File: config.mk
export PLATFORM = sky130hd
export DESIGN_NAME = pipe_hazard_ctrl
export DESIGN_NICKNAME = d
export VERILOG_FILES = /design/src/rtl/pipe_ctrl_pkg.sv /design/src/rtl/load_use_det.sv /design/src/rtl/pipe_hazard_ctrl.sv
export SDC_FILE = /design/constraint.sdc
export NUM_CORES = 1
export LEC_CHECK = 0
export BUFFER_PORTS_ARGS = -buffer_cell sky130_fd_sc_hd__buf_2
export CORE_AREA = 2 2 39 41
export CTS_CLUSTER_DIAMETER = 80
export DETAILED_ROUTE_END_ITERATION = 16
export DIE_AREA = 0 0 41 43
export PLACE_DENSITY_LB_ADDON = 0.1
export SLEW_MARGIN = 20
export SYNTH_ARGS = -nofsm -noshare
export SYNTH_HDL_FRONTEND = slang
export SYNTH_HIERARCHICAL = 1
export SYNTH_SLANG_ARGS = --single-unit
File: constraint.sdc
create_clock -name clk -period 4.7 [get_ports clk]
set_clock_uncertainty 0.1 [all_clocks]
set_input_delay 0.705 -clock clk [delete_from_list [all_inputs] [get_ports clk]]
set_output_delay 0.705 -clock clk [all_outputs]
set_load 0.02 [all_outputs]
File: src/rtl/pipe_ctrl_pkg.sv
// -----------------------------------------------------------------------------
// pipe_ctrl_pkg
// Shared types for the pipeline hazard controller:
//   - state_e : RUN / SLEEP state of the WFI state machine
//   - act_e   : the single action chosen for the current cycle
//   - ctrl_t  : the bundle of pipeline control outputs produced by an action
//   - act_decode() : maps an action onto its control bundle
// -----------------------------------------------------------------------------
package pipe_ctrl_pkg;

    localparam int REG_AW_DEF = 5;
    localparam int CNT_W_DEF  = 32;

    typedef enum logic {
        ST_RUN   = 1'b0,
        ST_SLEEP = 1'b1
    } state_e;

    // One action per cycle. The priority order is resolved in the top
    // module; this encoding only names the outcome.
    typedef enum logic [3:0] {
        ACT_RESET  = 4'd0,  // reset asserted: everything low
        ACT_FREEZE = 4'd1,  // memory wait: global hold
        ACT_IRQ    = 4'd2,  // interrupt entry
        ACT_FLUSH  = 4'd3,  // taken branch redirect
        ACT_MRET   = 4'd4,  // interrupt return
        ACT_WFI    = 4'd5,  // WFI in RUN: go to sleep
        ACT_LU     = 4'd6,  // load-use bubble
        ACT_RUN    = 4'd7,  // normal advance
        ACT_SLEEP  = 4'd8,  // sleeping, nothing pending
        ACT_WAKE   = 4'd9   // woken without taking the interrupt
    } act_e;

    typedef struct packed {
        logic stall_IF;
        logic stall;
        logic next_pc_sel;
        logic wfi_signal;
        logic intr_ex;
        logic intr_end_ex;
        logic pc_we;
        logic ifid_we;
    } ctrl_t;

    function automatic ctrl_t act_decode(act_e act);
        ctrl_t c;
        c = '0;
        case (act)
            ACT_FREEZE: c.stall_IF = 1'b1;
            ACT_IRQ: begin
                c.intr_ex = 1'b1;
                c.pc_we   = 1'b1;
                c.ifid_we = 1'b1;
            end
            ACT_FLUSH: begin
                c.next_pc_sel = 1'b1;
                c.pc_we       = 1'b1;
                c.ifid_we     = 1'b1;
            end
            ACT_MRET: begin
                c.intr_end_ex = 1'b1;
                c.pc_we       = 1'b1;
                c.ifid_we     = 1'b1;
            end
            ACT_WFI, ACT_SLEEP: c.wfi_signal = 1'b1;
            ACT_LU: c.stall = 1'b1;
            ACT_RUN, ACT_WAKE: begin
                c.pc_we   = 1'b1;
                c.ifid_we = 1'b1;
            end
            default: c = '0;
        endcase
        return c;
    endfunction

endpackage

File: src/rtl/load_use_det.sv
// -----------------------------------------------------------------------------
// load_use_det
// Combinational load-use hazard comparator. Flags when the instruction in ID
// reads a register that a load in EX is about to write (x0 never hazards).
// Kept standalone so the forwarding unit can reuse it.
// Ports:
//   id_rs1_i, id_rs2_i         source indices of the ID instruction
//   id_use_rs1_i, id_use_rs2_i ID instruction actually reads that source
//   ex_rd_i                    destination of the EX instruction
//   ex_is_load_i               EX instruction is a load
//   lu_o                       load-use hazard
// -----------------------------------------------------------------------------
module load_use_det #(
    parameter int REG_AW = 5
) (
    input  logic [REG_AW-1:0] id_rs1_i,
    input  logic [REG_AW-1:0] id_rs2_i,
    input  logic              id_use_rs1_i,
    input  logic              id_use_rs2_i,
    input  logic [REG_AW-1:0] ex_rd_i,
    input  logic              ex_is_load_i,
    output logic              lu_o
);

    logic rd_nz;
    logic hit1;
    logic hit2;

    assign rd_nz = (ex_rd_i != '0);
    assign hit1  = id_use_rs1_i & (id_rs1_i == ex_rd_i);
    assign hit2  = id_use_rs2_i & (id_rs2_i == ex_rd_i);
    assign lu_o  = ex_is_load_i & rd_nz & (hit1 | hit2);

endmodule

File: src/rtl/pipe_hazard_ctrl.sv
// -----------------------------------------------------------------------------
// pipe_hazard_ctrl
// Central pipeline control: memory-wait freeze, load-use bubble, taken-branch
// flush, WFI sleep state machine and interrupt entry/return with an
// in-handler flag that blocks nesting. All outputs except in_handler are
// combinational from state, in_handler and inputs.
//
// Optional feature: define PIPE_HAZARD_PERF_EN to add four free-running
// wrap-around event counters (freeze, load-use, flush, sleep cycles).
//
// Ports:
//   clk, rst            clock, async active-low reset
//   im_wait, dm_wait    memory not ready -> global freeze
//   id_rs1/2, id_use_*  ID source registers
//   ex_rd, ex_is_load   EX destination / load flag
//   ex_br_taken         EX taken branch/jump
//   id_is_wfi/mret      ID instruction class
//   intr_pending, mie   external interrupt level and global enable
//   stall_IF            global freeze
//   stall               load-use bubble into ID/EXE
//   next_pc_sel         branch redirect/flush
//   wfi_signal          WFI bubble / sleeping
//   intr_ex, intr_end_ex interrupt entry / return pulses
//   pc_we, ifid_we      PC and IF/ID write enables
//   in_handler          registered: executing an interrupt handler
//   perf_*_cnt          (PIPE_HAZARD_PERF_EN only) event counters
// -----------------------------------------------------------------------------
module pipe_hazard_ctrl
    import pipe_ctrl_pkg::*;
#(
    parameter int REG_AW = REG_AW_DEF,
    parameter int CNT_W  = CNT_W_DEF
) (
    input  logic              clk,
    input  logic              rst,
    input  logic              im_wait,
    input  logic              dm_wait,
    input  logic [REG_AW-1:0] id_rs1,
    input  logic [REG_AW-1:0] id_rs2,
    input  logic              id_use_rs1,
    input  logic              id_use_rs2,
    input  logic [REG_AW-1:0] ex_rd,
    input  logic              ex_is_load,
    input  logic              ex_br_taken,
    input  logic              id_is_wfi,
    input  logic              id_is_mret,
    input  logic              intr_pending,
    input  logic              mie,
    output logic              stall_IF,
    output logic              stall,
    output logic              next_pc_sel,
    output logic              wfi_signal,
    output logic              intr_ex,
    output logic              intr_end_ex,
    output logic              pc_we,
    output logic              ifid_we,
    output logic              in_handler
`ifdef PIPE_HAZARD_PERF_EN
   ,output logic [CNT_W-1:0]  perf_freeze_cnt,
    output logic [CNT_W-1:0]  perf_lu_cnt,
    output logic [CNT_W-1:0]  perf_flush_cnt,
    output logic [CNT_W-1:0]  perf_sleep_cnt
`endif
);

    state_e state_q;
    logic   in_handler_q;
    logic   lu;
    logic   irq;
    act_e   act;
    ctrl_t  ctrl;

    load_use_det #(
        .REG_AW (REG_AW)
    ) u_lu (
        .id_rs1_i     (id_rs1),
        .id_rs2_i     (id_rs2),
        .id_use_rs1_i (id_use_rs1),
        .id_use_rs2_i (id_use_rs2),
        .ex_rd_i      (ex_rd),
        .ex_is_load_i (ex_is_load),
        .lu_o         (lu)
    );

    // Entry is only allowed outside a handler; a held level therefore
    // cannot re-fire until MRET drops in_handler.
    assign irq = intr_pending & mie & ~in_handler_q;

    // Action select. Reset is folded in here so every output is forced low
    // while rst is asserted, independent of the clock.
    always_comb begin
        act = ACT_RUN;
        if (!rst) begin
            act = ACT_RESET;
        end else if (im_wait | dm_wait) begin
            act = ACT_FREEZE;
        end else if (state_q == ST_SLEEP) begin
            // EX was already bubbled when WFI retired, so branch and
            // load-use are not looked at while asleep.
            if (intr_pending) act = irq ? ACT_IRQ : ACT_WAKE;
            else              act = ACT_SLEEP;
        end else if (irq) begin
            act = ACT_IRQ;
        end else if (ex_br_taken) begin
            act = ACT_FLUSH;
        end else if (id_is_mret & in_handler_q) begin
            act = ACT_MRET;
        end else if (id_is_wfi) begin
            act = ACT_WFI;
        end else if (lu) begin
            act = ACT_LU;
        end
    end

    assign ctrl        = act_decode(act);
    assign stall_IF    = ctrl.stall_IF;
    assign stall       = ctrl.stall;
    assign next_pc_sel = ctrl.next_pc_sel;
    assign wfi_signal  = ctrl.wfi_signal;
    assign intr_ex     = ctrl.intr_ex;
    assign intr_end_ex = ctrl.intr_end_ex;
    assign pc_we       = ctrl.pc_we;
    assign ifid_we     = ctrl.ifid_we;
    assign in_handler  = in_handler_q;

    // State and handler flag. A freeze maps to ACT_FREEZE which falls into
    // the hold branch, so pending events are re-evaluated once unfrozen.
    always_ff @(posedge clk or negedge rst) begin
        if (!rst) begin
            state_q      <= ST_RUN;
            in_handler_q <= 1'b0;
        end else begin
            case (act)
                ACT_IRQ: begin
                    state_q      <= ST_RUN;
                    in_handler_q <= 1'b1;
                end
                ACT_MRET: in_handler_q <= 1'b0;
                ACT_WFI:  state_q      <= ST_SLEEP;
                ACT_WAKE: state_q      <= ST_RUN;
                default: begin
                    state_q      <= state_q;
                    in_handler_q <= in_handler_q;
                end
            endcase
        end
    end

`ifdef PIPE_HAZARD_PERF_EN
    // Free-running counters, wrap naturally at 2^CNT_W.
    always_ff @(posedge clk or negedge rst) begin
        if (!rst) begin
            perf_freeze_cnt <= '0;
            perf_lu_cnt     <= '0;
            perf_flush_cnt  <= '0;
            perf_sleep_cnt  <= '0;
        end else begin
            if (stall_IF)             perf_freeze_cnt <= perf_freeze_cnt + 1'b1;
            if (stall)                perf_lu_cnt     <= perf_lu_cnt + 1'b1;
            if (next_pc_sel)          perf_flush_cnt  <= perf_flush_cnt + 1'b1;
            if (state_q == ST_SLEEP)  perf_sleep_cnt  <= perf_sleep_cnt + 1'b1;
        end
    end
`else
    // CNT_W only sizes the perf counters; without them it is just checked
    // for sanity so the parameter stays meaningful.
    if (CNT_W < 1) begin : g_cnt_w_bad
    end
`endif

endmodule

==> summary.md <==
| Metric | Value |
|---|---|
| Status | finished, final reports clean |
| Worst reg-to-reg setup slack | 3600 ps |
| DRT iter0 DRCs | 3 |
| PD cells | 212 nW/µm² |
| Max Freq | 0.341 GHz |
| Routed Antenna Nets | 0 |
| WL/cell | 10.1 µm |
| # H-tree levels | 1 |
| RSZ-0062 raised after global routing | no |
| Io pins | 36 |
| Quantity of I/O buffers inserted on ports | 35 |
| Register area share after synthesis | 14.5% |
| Worst Hold Class | input port to async pin |
| Max incr delay on CP | 320 ps |
| Largest net degree at the start of global routing | 7 |
| Area grow syn2layout | 60.9% |
| Worst-skew pair later-pin latency | 230 ps |
| Number of hold violations in the final report | 0 |
| Detail Placement HPWL | 885 µm |
| Final Cell Area | 556 µm² |
| Crit. End Element | output port |
| Fin. max-slew vios | 0 |
| Net count after synthesis | 71 |
| Crit start category | input port |
| Critical-path top delay cell | nor4_2 |
| Via count | 463 |
| Mapped Cells | 44 |
| Bufs and invs on worst path | 3 |
| Layout cell share with drive strength beyond 1 | 51.9% |
| Std cell rows | 14 |
| Crit share post-route | 62.3% |
| Static Leakage | 0.271 nW |
| Ant diodes | 0 |
| Remaining global-route overflow | 0 |
| DIE WIDTH | 41 µm |
| Final Routed Wirelength | 983 µm |
| DRC violations left | 0 |
| Min Clock Period, post-route | 2930 ps |
| Max rail drop VDD | 0.116 mV |
| Slew HR | 82.8% |
| Clock Sinks | 2 |
| Vias in the first global route | 388 |
| Worst EP arrival | 2120 ps |
| Initial antenna violation count | 0 |
| First-pass GRT wire length | 1460 µm |
| RD Place Congestion | 0.624 |
| # resized after CTS | 0 |
| Final setup vio count | 0 |
| CP Class | input port to output port |
| Setup TNS | 0 ps |
| Longest Clk Path Bufs | 2 |
| Postcts setup bufs | 0 |
| DP Area | 533 µm² |
| Syn avg cell area | 7.85 µm² |
| Post-Syn Area | 345 µm² |
| Root buffer cell | clkbuf_4 |
| Starting Density | 25.0% |
| Total track usage | 12.4% |
| Chip height | 43 µm |
| CTS tree | yes |
| CP Max Fanout | 3 |
| Synth cell types | 23 |
| Critical-path cell list | buf_2, xor2_1, nor4_2, nand3_1, a21oi_1, inv_1, nor4_2, buf_2 |
| Yosys warnings | 6 |
| Drt via density | 4.77 |
| Reg clk slew, reported paths | 30 ps |
| Max-Cap Viols | 0 |
| Slew @ Worst Pin | 255 ps |
| CTS Buf Count | 3 |
| Crit path max-delay family | simple AND/OR/NAND/NOR gates |
| Yosys reg bits | 2 |
| Critical Path RT | 3890 ps |
| Core box area | 1380 µm² |
| # nets final | 110 |
| Cts hold-fix bufs | 0 |
| Util after Layout | 40.1% |
| Die area | 1760 µm² |
| Pre-Repair DR Iteration Count | 3 |
final cells by class:
cell class,count,area (µm²)
Sequential cell,2,50.0
Tap cell,16,20.0
Multi-Input combinational cell,40,284
Inverter,1,3.75
Clock buffer,3,22.5
Timing Repair Buffer,35,175
Fill cell,155,828
kinds of logic (layout without fill, tap and decap cells):
group / Yosys count / count (layout) / share of synthesized area, %
simple gates: 22 / 22 / 41.7
xor+xnor: 10 / 10 / 25.4
flops: 2 / 2 / 14.5
compound gates: 8 / 8 / 15.2
buf+inv: 2 / 39 / 3.26
metal layers:
metal | vias up | track usage, % | routed length, µm
li1 | 235 | - | -
met1 | 200 | 13.1 | 367
met2 | 26 | 20.0 | 498
met3 | 2 | 3.66 | 97
met4 | 0 | 8.00 | 19
met5 | - | 0 | 0
Yosys cell counts:
library cell / instances / area share [%]
nor2_1: 4 / 4.3
or4_1: 1 / 2.2
xor2_1: 8 / 20
o21ai_1: 1 / 1.4
nor4_1: 2 / 3.6
nor3b_4: 1 / 5.4
xnor2_1: 2 / 5.1
nand3_1: 4 / 5.8
a21oi_1: 2 / 2.9
nand2b_1: 1 / 1.8
buf_4: 1 / 2.2
nor2b_1: 1 / 1.8
o2bb2ai_1: 2 / 5.1
nor4_2: 2 / 7.2
o21ai_0: 1 / 1.4
nand2_2: 1 / 1.8
o22ai_1: 1 / 1.8
nor3b_1: 1 / 2.2
nand2_1: 3 / 3.3
inv_1: 1 / 1.1
a211o_1: 1 / 2.5
dfrtp_1: 2 / 14
nand3b_1: 1 / 2.2
cells in the final DEF (no fill, tap or decap), types with 2 or more instances in the layout:
cell type | Yosys | final
xor2_1 | 8 | 8
o2bb2ai_1 | 2 | 2
nor4_2 | 2 | 2
buf_2 | 0 | 35
xnor2_1 | 2 | 2
nor2_1 | 4 | 4
nor4_1 | 2 | 2
nand3_1 | 4 | 4
nand2_1 | 3 | 3
a21oi_1 | 2 | 2
clkbuf_4 | 0 | 3
dfrtp_1 | 2 | 2
worst register-to-register path: stages, from the launching register on:
cell       delay [ps]
dfrtp_1           410
nand3b_1          260
nand2_2           150
o2bb2ai_1          60
where the power goes:
part | leakage [nW] | switching (mW) | internal [mW]
Sequential | 0.0254 | 0.00607 | 0.0217
Clock | 0.0138 | 0.0102 | 0.0282
Combinational | 0.232 | 0.0270 | 0.0244
flip-flops by register name, summed over array words and instances (netlist names):
name	count
in_handler	1
state_q	1
worst paths after layout:
check                      cells after the start  startpoint         end
setup / recovery                               8    ex_rd[0]       stall
hold / removal                                 1         rst  in_handler
setup reg to reg                               3  in_handler     state_q
hold reg to reg                                1  in_handler  in_handler
max in group asynchronous                      1         rst     state_q
min in group clk                               1  in_handler  in_handler
through the flow:
| step | setup slack, ps | hold slack, ps | total power, mW | cells |
|---|---|---|---|---|
| final | 1770 | 175 | 0.118 | 97 |
| after global placement | 1780 | 411 | 0.0801 | 94 |
| after floorplan | 1720 | 309 | 0.0563 | 44 |
| after global routing | 1620 | 169 | 0.128 | 97 |
| after detailed placement | 1760 | 413 | 0.0798 | 94 |
| after CTS | 1760 | 169 | 0.120 | 97 |
No activity file was read; power rests on OpenSTA's default activity.
